## src/rtl/ttl_mux_arbiter_if.sv

```systemverilog
`timescale 1ns/1ps
// Purpose: bundles the requester-facing signals of the shared 74x153 mux arbiter.
// Latency: none (wires only).
// Backpressure: none; requesters hold req until they see their grant bit.
// Signals:
//   req      [3:0] request per requester, bit i asks for mux input i
//   grant    [3:0] one-hot grant, 0000 when no owner
//   sel      [1:0] mux select {b,a}
//   enable_n       active-low strobe to both G pins
//   busy           arbiter is settling or granting
interface ttl_mux_arbiter_if;
  logic [3:0] req;
  logic [3:0] grant;
  logic [1:0] sel;
  logic       enable_n;
  logic       busy;

  // Requester side
  modport master (output req, input grant, input sel, input enable_n, input busy);
  // Arbiter side
  modport slave  (input req, output grant, output sel, output enable_n, output busy);
endinterface

```

## src/rtl/ttl_mux_arbiter.sv

```systemverilog
`timescale 1ns/1ps
// Purpose: round-robin arbiter sharing one dual 4-to-1 mux among 4 requesters with break-before-make.
// Latency: req seen at edge N -> sel after N, grant/enable_n low after N + SETTLE_CYCLES.
// Backpressure: requesters wait by holding req; the owner is preempted after MAX_HOLD cycles if others wait.
// Ports: clk, rst_n (async active-low), bus (ttl_mux_arbiter_if.slave: req, grant, sel, enable_n, busy),
//        lock (only with TTL_MUX_ARB_LOCK_EN defined: suppresses preemption while granting).
// Optional macro: TTL_MUX_ARB_LOCK_EN.
module ttl_mux_arbiter #(
  parameter int MAX_HOLD      = 4,
  parameter int SETTLE_CYCLES = 1
) (
  input  logic clk,
  input  logic rst_n,
`ifdef TTL_MUX_ARB_LOCK_EN
  input  logic lock,
`endif
  ttl_mux_arbiter_if.slave bus
);

  localparam int HW = $clog2(MAX_HOLD + 1);
  localparam int SW = $clog2(SETTLE_CYCLES + 1);
  localparam logic [HW-1:0] HOLD_MAX    = HW'(MAX_HOLD);
  localparam logic [SW-1:0] SETTLE_LAST = SW'(SETTLE_CYCLES - 1);

  typedef enum logic [1:0] {IDLE, SETTLE, GRANT} state_t;

  state_t        state_q, state_d;
  logic [1:0]    sel_q, sel_d;
  logic [1:0]    last_q, last_d;
  logic [3:0]    grant_q, grant_d;
  logic          enable_n_q, enable_n_d;
  logic [HW-1:0] hold_q, hold_d;
  logic [SW-1:0] settle_q, settle_d;

  logic [1:0]    pick_idx;
  logic          pick_vld;
  logic [1:0]    scan_idx;
  logic [3:0]    owner_oh;
  logic          others_req;
  logic          preempt_ok;

  // Round-robin search starting just after the last owner, wrapping at 4.
  always_comb begin
    pick_idx = 2'd0;
    pick_vld = 1'b0;
    scan_idx = 2'd0;
    for (int k = 0; k < 4; k++) begin
      scan_idx = last_q + 2'(k + 1);
      if (!pick_vld && bus.req[scan_idx]) begin
        pick_vld = 1'b1;
        pick_idx = scan_idx;
      end
    end
  end

  assign owner_oh   = 4'b0001 << sel_q;
  assign others_req = |(bus.req & ~owner_oh);
`ifdef TTL_MUX_ARB_LOCK_EN
  assign preempt_ok = !lock;
`else
  assign preempt_ok = 1'b1;
`endif

  always_comb begin
    state_d    = state_q;
    sel_d      = sel_q;
    last_d     = last_q;
    grant_d    = grant_q;
    enable_n_d = enable_n_q;
    hold_d     = hold_q;
    settle_d   = settle_q;
    case (state_q)
      IDLE: begin
        if (pick_vld) begin
          sel_d    = pick_idx;
          settle_d = '0;
          state_d  = SETTLE;
        end
      end
      SETTLE: begin
        // Pointer is left alone on abort so the aborted requester keeps its turn.
        if (!bus.req[sel_q]) begin
          state_d = IDLE;
        end else if (settle_q == SETTLE_LAST) begin
          grant_d    = owner_oh;
          enable_n_d = 1'b0;
          hold_d     = HW'(1);
          state_d    = GRANT;
        end else begin
          settle_d = settle_q + 1'b1;
        end
      end
      GRANT: begin
        // Release and preempt share one exit path, so a coincident pair is one release.
        if (!bus.req[sel_q] || (hold_q == HOLD_MAX && others_req && preempt_ok)) begin
          grant_d    = 4'b0000;
          enable_n_d = 1'b1;
          last_d     = sel_q;
          hold_d     = '0;
          state_d    = IDLE;
        end else if (hold_q != HOLD_MAX) begin
          hold_d = hold_q + 1'b1;
        end
      end
      default: begin
        state_d    = IDLE;
        grant_d    = 4'b0000;
        enable_n_d = 1'b1;
      end
    endcase
  end

  always_ff @(posedge clk or negedge rst_n) begin
    if (!rst_n) begin
      state_q    <= IDLE;
      sel_q      <= 2'd0;
      last_q     <= 2'd3;
      grant_q    <= 4'b0000;
      enable_n_q <= 1'b1;
      hold_q     <= '0;
      settle_q   <= '0;
    end else begin
      state_q    <= state_d;
      sel_q      <= sel_d;
      last_q     <= last_d;
      grant_q    <= grant_d;
      enable_n_q <= enable_n_d;
      hold_q     <= hold_d;
      settle_q   <= settle_d;
    end
  end

  assign bus.grant    = grant_q;
  assign bus.sel      = sel_q;
  assign bus.enable_n = enable_n_q;
  assign bus.busy     = (state_q != IDLE);

endmodule

```

## src/flat_wrapper.sv

```systemverilog
// flat-port wrapper written by rule: the top's interface ports become plain ports
module ttl_mux_arbiter_flat 
#(
  parameter int MAX_HOLD      = 4,
  parameter int SETTLE_CYCLES = 1
)
  (clk, rst_n, bus_req, bus_grant, bus_sel, bus_enable_n, bus_busy);
  ttl_mux_arbiter_if bus_i ();
  input  logic clk;
  input  logic rst_n;
  input wire logic [$bits(bus_i.req)-1:0] bus_req;
  output wire logic [$bits(bus_i.grant)-1:0] bus_grant;
  output wire logic [$bits(bus_i.sel)-1:0] bus_sel;
  output wire logic [$bits(bus_i.enable_n)-1:0] bus_enable_n;
  output wire logic [$bits(bus_i.busy)-1:0] bus_busy;
  assign bus_i.req = bus_req;
  assign bus_grant = bus_i.grant;
  assign bus_sel = bus_i.sel;
  assign bus_enable_n = bus_i.enable_n;
  assign bus_busy = bus_i.busy;
  ttl_mux_arbiter #(.MAX_HOLD(MAX_HOLD), .SETTLE_CYCLES(SETTLE_CYCLES)) u_core (.clk(clk), .rst_n(rst_n), .bus(bus_i));
endmodule
```

## config.mk

```make
export PLATFORM = sky130hd
export DESIGN_NAME = ttl_mux_arbiter_flat
export DESIGN_NICKNAME = d
export VERILOG_FILES = /design/src/rtl/ttl_mux_arbiter_if.sv /design/src/rtl/ttl_mux_arbiter.sv /design/src/flat_wrapper.sv
export SDC_FILE = /design/constraint.sdc
export NUM_CORES = 1
export LEC_CHECK = 0
export BUFFER_PORTS_ARGS = -buffer_cell sky130_fd_sc_hd__buf_4
export CAP_MARGIN = 0
export CORE_AREA = 2 2 48 50
export DETAILED_ROUTE_END_ITERATION = 8
export DIE_AREA = 0 0 50 52
export PLACE_DENSITY = 0.74
export SLEW_MARGIN = 20
export SYNTH_ARGS = -nofsm -noshare
export SYNTH_HDL_FRONTEND = slang
export SYNTH_SLANG_ARGS = --single-unit
```

## constraint.sdc

```tcl
create_clock -name clk -period 1.81 [get_ports clk]
set_input_delay 0.362 -clock clk [delete_from_list [all_inputs] [get_ports clk]]
set_output_delay 0.362 -clock clk [all_outputs]
set_load 0.005 [all_outputs]
```

Yosys cells after proc, flatten, opt, wreduce, memory -nomap -nowiden
Index checks and enable logic that the tools add are counted.
W data, S select, Z words.

word-level totals
  output and inout port bits = 8
  RAM bits = 0
  input bits = 6
  bits in read-only memories = 0
  memories kept = 0
  bits in latches = 0
  bits in registers = 15
  logic and storage cells = 91

cells by class
  multipliers = 0
  $lt $le $gt $ge = 5
  div/mod/pow operators = 0
  $add $sub $neg = 5
  bitwise logic cells = 3
  shifts and indexed selects = 1
  reduce and logical (&&, ||, !) cells = 20
  multiplexer cells = 40
  equal/unequal tests = 10

operator list
  kind                   count
  $mux W2                8
  $lt A2 B3 Y1 const B   5
  $mux W1                15
  $mux W3                4
  $mux W4                3
  $pmux W4 S3            1
  $bmux W1 S2            5
  $reduce_and A4 Y1      2
  $ne A2 B1 Y1 const B   3
  $ne A3 B3 Y1 const B   2
  $pmux W2 S3            1
  $pmux W3 S2            1
  $reduce_and A3 Y1      2
  $reduce_bool A2 Y1     3
  $add A2 B2 Y2 const B  2
  $and A4 B4 Y4          1
  $logic_and A1 B1 Y1    4
  $logic_not A1 Y1       4
  $not A4 Y4             1
  $reduce_and A2 Y1      2
  $reduce_or A4 Y1       1
  $shl A1 B2 Y4 const A  1
  $add A3 B1 Y3 const B  1
  $eq A3 B3 Y1 const B   1
  other kinds (11)       11

Depth between registers and ports, before layout
  depth in word-level cells = 15
  mapped depth = 6
  mapped depth without buffers = 6

Least setup slack after synthesis
Ideal clock, no wire load.

  path type = register -> register
  from = register u_core.sel_q[0] (netlist: u_core.bus.sel[0])
  to = register u_core.last_q[0]
  arrival = 1.596 ns
  path slack = 0.132 ns
  buffers on the path = 1
  stages on the path, launching flop included = 6
  cell sequence = dfrtp_1 buf_6 mux4_2 nand2b_4 o31a_4 mux2_4

between the ends
  word-level cells in the longest chain between the ends = 7
  elaborated cells between the ends (all ways) = 10
  classes of those cells = 1 x shift; 2 x mux; 2 x bitwise; 5 x reduce/logical

ends and longest elaborated chain
  item                                RTL line                RTL
  start, declared                     ttl_mux_arbiter.sv:28   logic [1:0] sel_q, sel_d;
  start signal, assigned              ttl_mux_arbiter.sv:124  sel_q <= sel_d;
  $shl A1 B2 Y4                       ttl_mux_arbiter.sv:56   assign owner_oh = 4'b0001 << sel_q;
  $not A4 Y4                          ttl_mux_arbiter.sv:57   assign others_req = |(bus.req & ~owner_oh);
  $and A4 B4 Y4                       ttl_mux_arbiter.sv:57
  $reduce_or A4 Y1                    ttl_mux_arbiter.sv:57
  $logic_and A1 B1 Y1                 ttl_mux_arbiter.sv:95   if (!bus.req[sel_q] || (hold_q == HOLD_MAX && others_req && preempt_ok)) begin
  $logic_or A1 B1 Y1                  ttl_mux_arbiter.sv:95
  $reduce_and A2 Y1 (no source line)  -
  end signal, assigned                ttl_mux_arbiter.sv:125  last_q <= last_d;
  end, declared                       ttl_mux_arbiter.sv:29   logic [1:0] last_q, last_d;

Several ways; a longest one is shown, not always the timed one. The select of a mux whose other input is x is not followed.
A chain may end at the register's enable or synchronous reset.

Worst setup path after layout
  from = register u_core.sel_q[0] (netlist: u_core.bus.sel[0])
  to = register u_core.hold_q[1]

between the ends
  word-level cells in the longest chain between the ends = 8
  elaborated cells between the ends (all ways) = 14
  classes of those cells = 2 x eq/ne; 1 x shift; 4 x mux; 2 x bitwise; 5 x reduce/logical

ends and longest elaborated chain
  item                                                               RTL line                RTL
  $shl A1 B2 Y4                                                      ttl_mux_arbiter.sv:56
  $not A4 Y4                                                         ttl_mux_arbiter.sv:57
  $and A4 B4 Y4                                                      ttl_mux_arbiter.sv:57
  $reduce_or A4 Y1                                                   ttl_mux_arbiter.sv:57
  $logic_and A1 B1 Y1                                                ttl_mux_arbiter.sv:95
  $logic_or A1 B1 Y1                                                 ttl_mux_arbiter.sv:95
  $ne A3 B1 Y1 (no source line) or $mux W3 (tied branches)           -
  $reduce_and A4 Y1 (no source line) or $pmux W3 S2 (tied branches)  -
  end signal, assigned                                               ttl_mux_arbiter.sv:128  hold_q <= hold_d;
  end, declared                                                      ttl_mux_arbiter.sv:32   logic [HW-1:0] hold_q, hold_d;

Several ways; a longest one is shown, not always the timed one. The select of a mux whose other input is x is not followed.

==> results.toml <==
[yosys]
ys_warn_count = 0
yosysSeqAreaShare_pct = 39.3
syn_nets = 100
syn-mean-instance-area_um2 = 9.79
netlist_instances = 92
ys_ff_latch = 14
syn_area_um2 = 901
synth.distinct_cells = 39

[die]
io_pins = 14
die_h_um = 52
die_area_mm2 = 0.00260
start_util_pct = 42.8
dieWidth_um = 50
core-area_mm2 = 0.00211
num_rows = 17

[timing]
setup_tns_ps = 0
min_period_ps = 1750
hold_viol_final = 0
skew_ps = 10.5
report.final.slew_viol_count = 0
fmax_mhz = 572
rsz0062_at_grt = "false"
finalSetupViolCount = 0
min_period_over_period_pct = 96.6
tightestPinTransition_ps = 339
max-slew-margin-rel_pct = 77.4

[power]
comb_power_share_pct = 50.4
clock_power_share_pct = 12.4
pwr-share-seq_pct = 37.2
internal_power_uw = 1120
switchingPower_uw = 713
switching_share_pct = 38.9
p_per_area_mw_per_mm2 = 1690
vdd_drop_max_mv = 0.962
power_leakage_uw = 0.000505

[worst_setup_path]
timing.rr.end = "u_core.hold_q[1]"
ff2ff_setup_slack_ps = 60
worstPathMaxFanout = 8
cp-start-kind = "flop"
cp.arrival_ps = 1930
timing.rr.start = "u_core.bus.sel[0]"
rr_worst_depth = 6
required_ps = 1990
worstSetupPathType = "reg2reg"
critPathLaunch = "u_core.bus.sel[0]"
endpoint_kind = "flop"

[clock_network]
cts_buffers = 3
path_clk_slew_ps = 90
cts_root_buf = "clkbuf_4"
cts_tree = "yes"
worstSkewPairLatency_ps = 280
htree_levels = 1
clock_path_buffers = 2
cts_sinks = 14

[detailed_routing]
dr.pass1.iters = 4
drt-initial-drc-count = 16
routedWlPerCell_um = 14.2
drc_errors = 0
final_antenna_net_count = 0
routed_wl_um = 1940
viasPerCell = 5.49
vias = 746

[finish]
drive_gt1_share_pct = 32.4
syn2layout_area_growth_pct = 20.0
fin_nets = 117
final_common_cell = "buf_4"
layout_common_cells = "16 x buf_4, 10 x nand2_1, 10 x dfrtp_1"
final_util_pct = 51.3
seq_area_um2 = 355
fillers = 206
antenna_cells_inserted = 0
multi_input_area_um2 = 502

[global_route]
grt_max_degree = 15
grt_overflow_total = 0
antenna_found_initial = 0
grtUsageTotal_pct = 16.9
grt_pass1_wl_um = 3350
first_global_vias = 743

[placement]
io_buffers = 13
gp_congestion = 0.819
dp_hpwl_um = 1410

[job]
drv_cap = 0

[worst_hold_path]
min_path_type = "in2reg"
hold_depth = 3
min_to = "u_core.bus.sel[1]"
hp-start = "bus_req[2]"

[run_status]
outcome = "finished, final reports clean"
[logic make-up (layout without fill, tap and decap cells)]
kind of cell               count (synthesis)  count (layout)  share of synthesized area (%)
muxes                                      6               6                           9.17
AOI/OAI and AO/OA                         32              32                           25.8
DFF                                       14              14                           39.3
adders and majority gates                  2               2                           2.78
and+or+nand+nor                           27              27                           16.7
buffers and inverters                     11              27                           6.25
[repair_timing]
| action | in CTS | in global routing |
|---|---|---|
| endpoints found under the setup margin | 0 | 3 |
| setup buffers | 0 | 0 |
| hold buffers | 1 | 0 |
| gates resized for setup | 0 | 3 |
| hold endpoints to repair | 11 | 0 |
[cell usage after synthesis]
cell type | instances | area, um2
dfrtp_1 | 11 | 275
nand2_1 | 10 | 37.5
a21oi_1 | 6 | 30.0
inv_1 | 6 | 22.5
o22ai_1 | 5 | 31.3
nor2_1 | 4 | 15.0
a2bb2oi_1 | 3 | 26.3
dfstp_2 | 3 | 78.8
mux2i_1 | 3 | 30.0
o21bai_1 | 3 | 22.5
a22o_1 | 2 | 17.5
buf_4 | 2 | 15.0
clkbuf_1 | 2 | 7.51
ha_1 | 2 | 25.0
mux2_4 | 2 | 30.0
nand3_1 | 2 | 10.0
nor2b_1 | 2 | 12.5
o21ai_0 | 2 | 10.0
or2_2 | 2 | 12.5
a211oi_1 | 1 | 7.51
a21o_1 | 1 | 7.51
a31o_2 | 1 | 8.76
a31oi_1 | 1 | 6.26
a32o_1 | 1 | 10.0
and3b_1 | 1 | 8.76
and4b_2 | 1 | 11.3
buf_6 | 1 | 11.3
mux4_2 | 1 | 22.5
nand2_2 | 1 | 6.26
nand2b_4 | 1 | 13.8
nand3b_1 | 1 | 7.51
nor4b_1 | 1 | 8.76
o211ai_1 | 1 | 7.51
o21ai_1 | 1 | 5.00
o31a_1 | 1 | 8.76
o31a_4 | 1 | 17.5
o31ai_1 | 1 | 7.51
o32ai_1 | 1 | 8.76
or3_1 | 1 | 6.26
[stage by stage]
step / instance area, um2 / setup slack [ps] / std cells / power (uW) / hold WS [ps]
6_report: 1080 / 62.4 / 136 / 1830 / 433
5_1_grt: 1080 / 1.69 / 136 / 1980 / 467
4_1_cts: 1070 / 47.5 / 136 / 1820 / 428
3_5_place_dp: 1020 / 72.9 / 131 / 1590 / 221
3_3_place_gp: 1020 / 119 / 131 / 1560 / 219
2_1_floorplan: 901 / 132 / 92 / 1300 / 66.4
[layout make-up]
cell class	instances	share of cell area [%]
multi-input combinational	67	46.4
tap	28	3.24
sequential	14	32.9
clock buffer	4	3.36
inverter	6	2.08
timing repair buffer	17	12.0
[worst max-delay path, cell delays in order, from the launching register on]
cell	delay (ps)
dfrtp_2	460
buf_4	170
or2_2	310
o21bai_1	210
o21ai_1	80
buf_4	170
a211oi_1	250
[power groups by stage]
| stage | clock [uW] | sequential [uW] | combinational, uW |
|---|---|---|---|
| 2_1_floorplan | 0 | 597 | 704 |
| 3_3_place_gp | 0 | 670 | 885 |
| 3_5_place_dp | 0 | 679 | 910 |
| 4_1_cts | 229 | 674 | 919 |
| 5_1_grt | 240 | 708 | 1030 |
| 6_report | 227 | 681 | 922 |
[state kept, by name (all words and copies together), names as in the netlist]
signal               flops
u_core.bus.enable_n      1
u_core.bus.grant         4
u_core.bus.sel           2
u_core.hold_q            3
u_core.last_q            2
u_core.state_q           2
[layer usage]
layer / global-route usage, % / share of wire [%]
met4: 4.17 / 0
met3: 3.16 / 3.8
met5: 0 / 0
met1: 22.0 / 49
met2: 28.7 / 47
[worst max path at each step]
| stage | slack [ps] | to | depth (start not counted) |
|---|---|---|---|
| floorplan | 130 | u_core.last_q[0] | 5 |
| global placement | 120 | u_core.last_q[0] | 5 |
| detailed placement | 70 | u_core.hold_q[0] | 4 |
| CTS | 50 | u_core.hold_q[1] | 6 |
| global route | 2 | u_core.hold_q[1] | 6 |
| finish | 60 | u_core.hold_q[1] | 6 |
No activity file was read; power rests on OpenSTA's default activity.
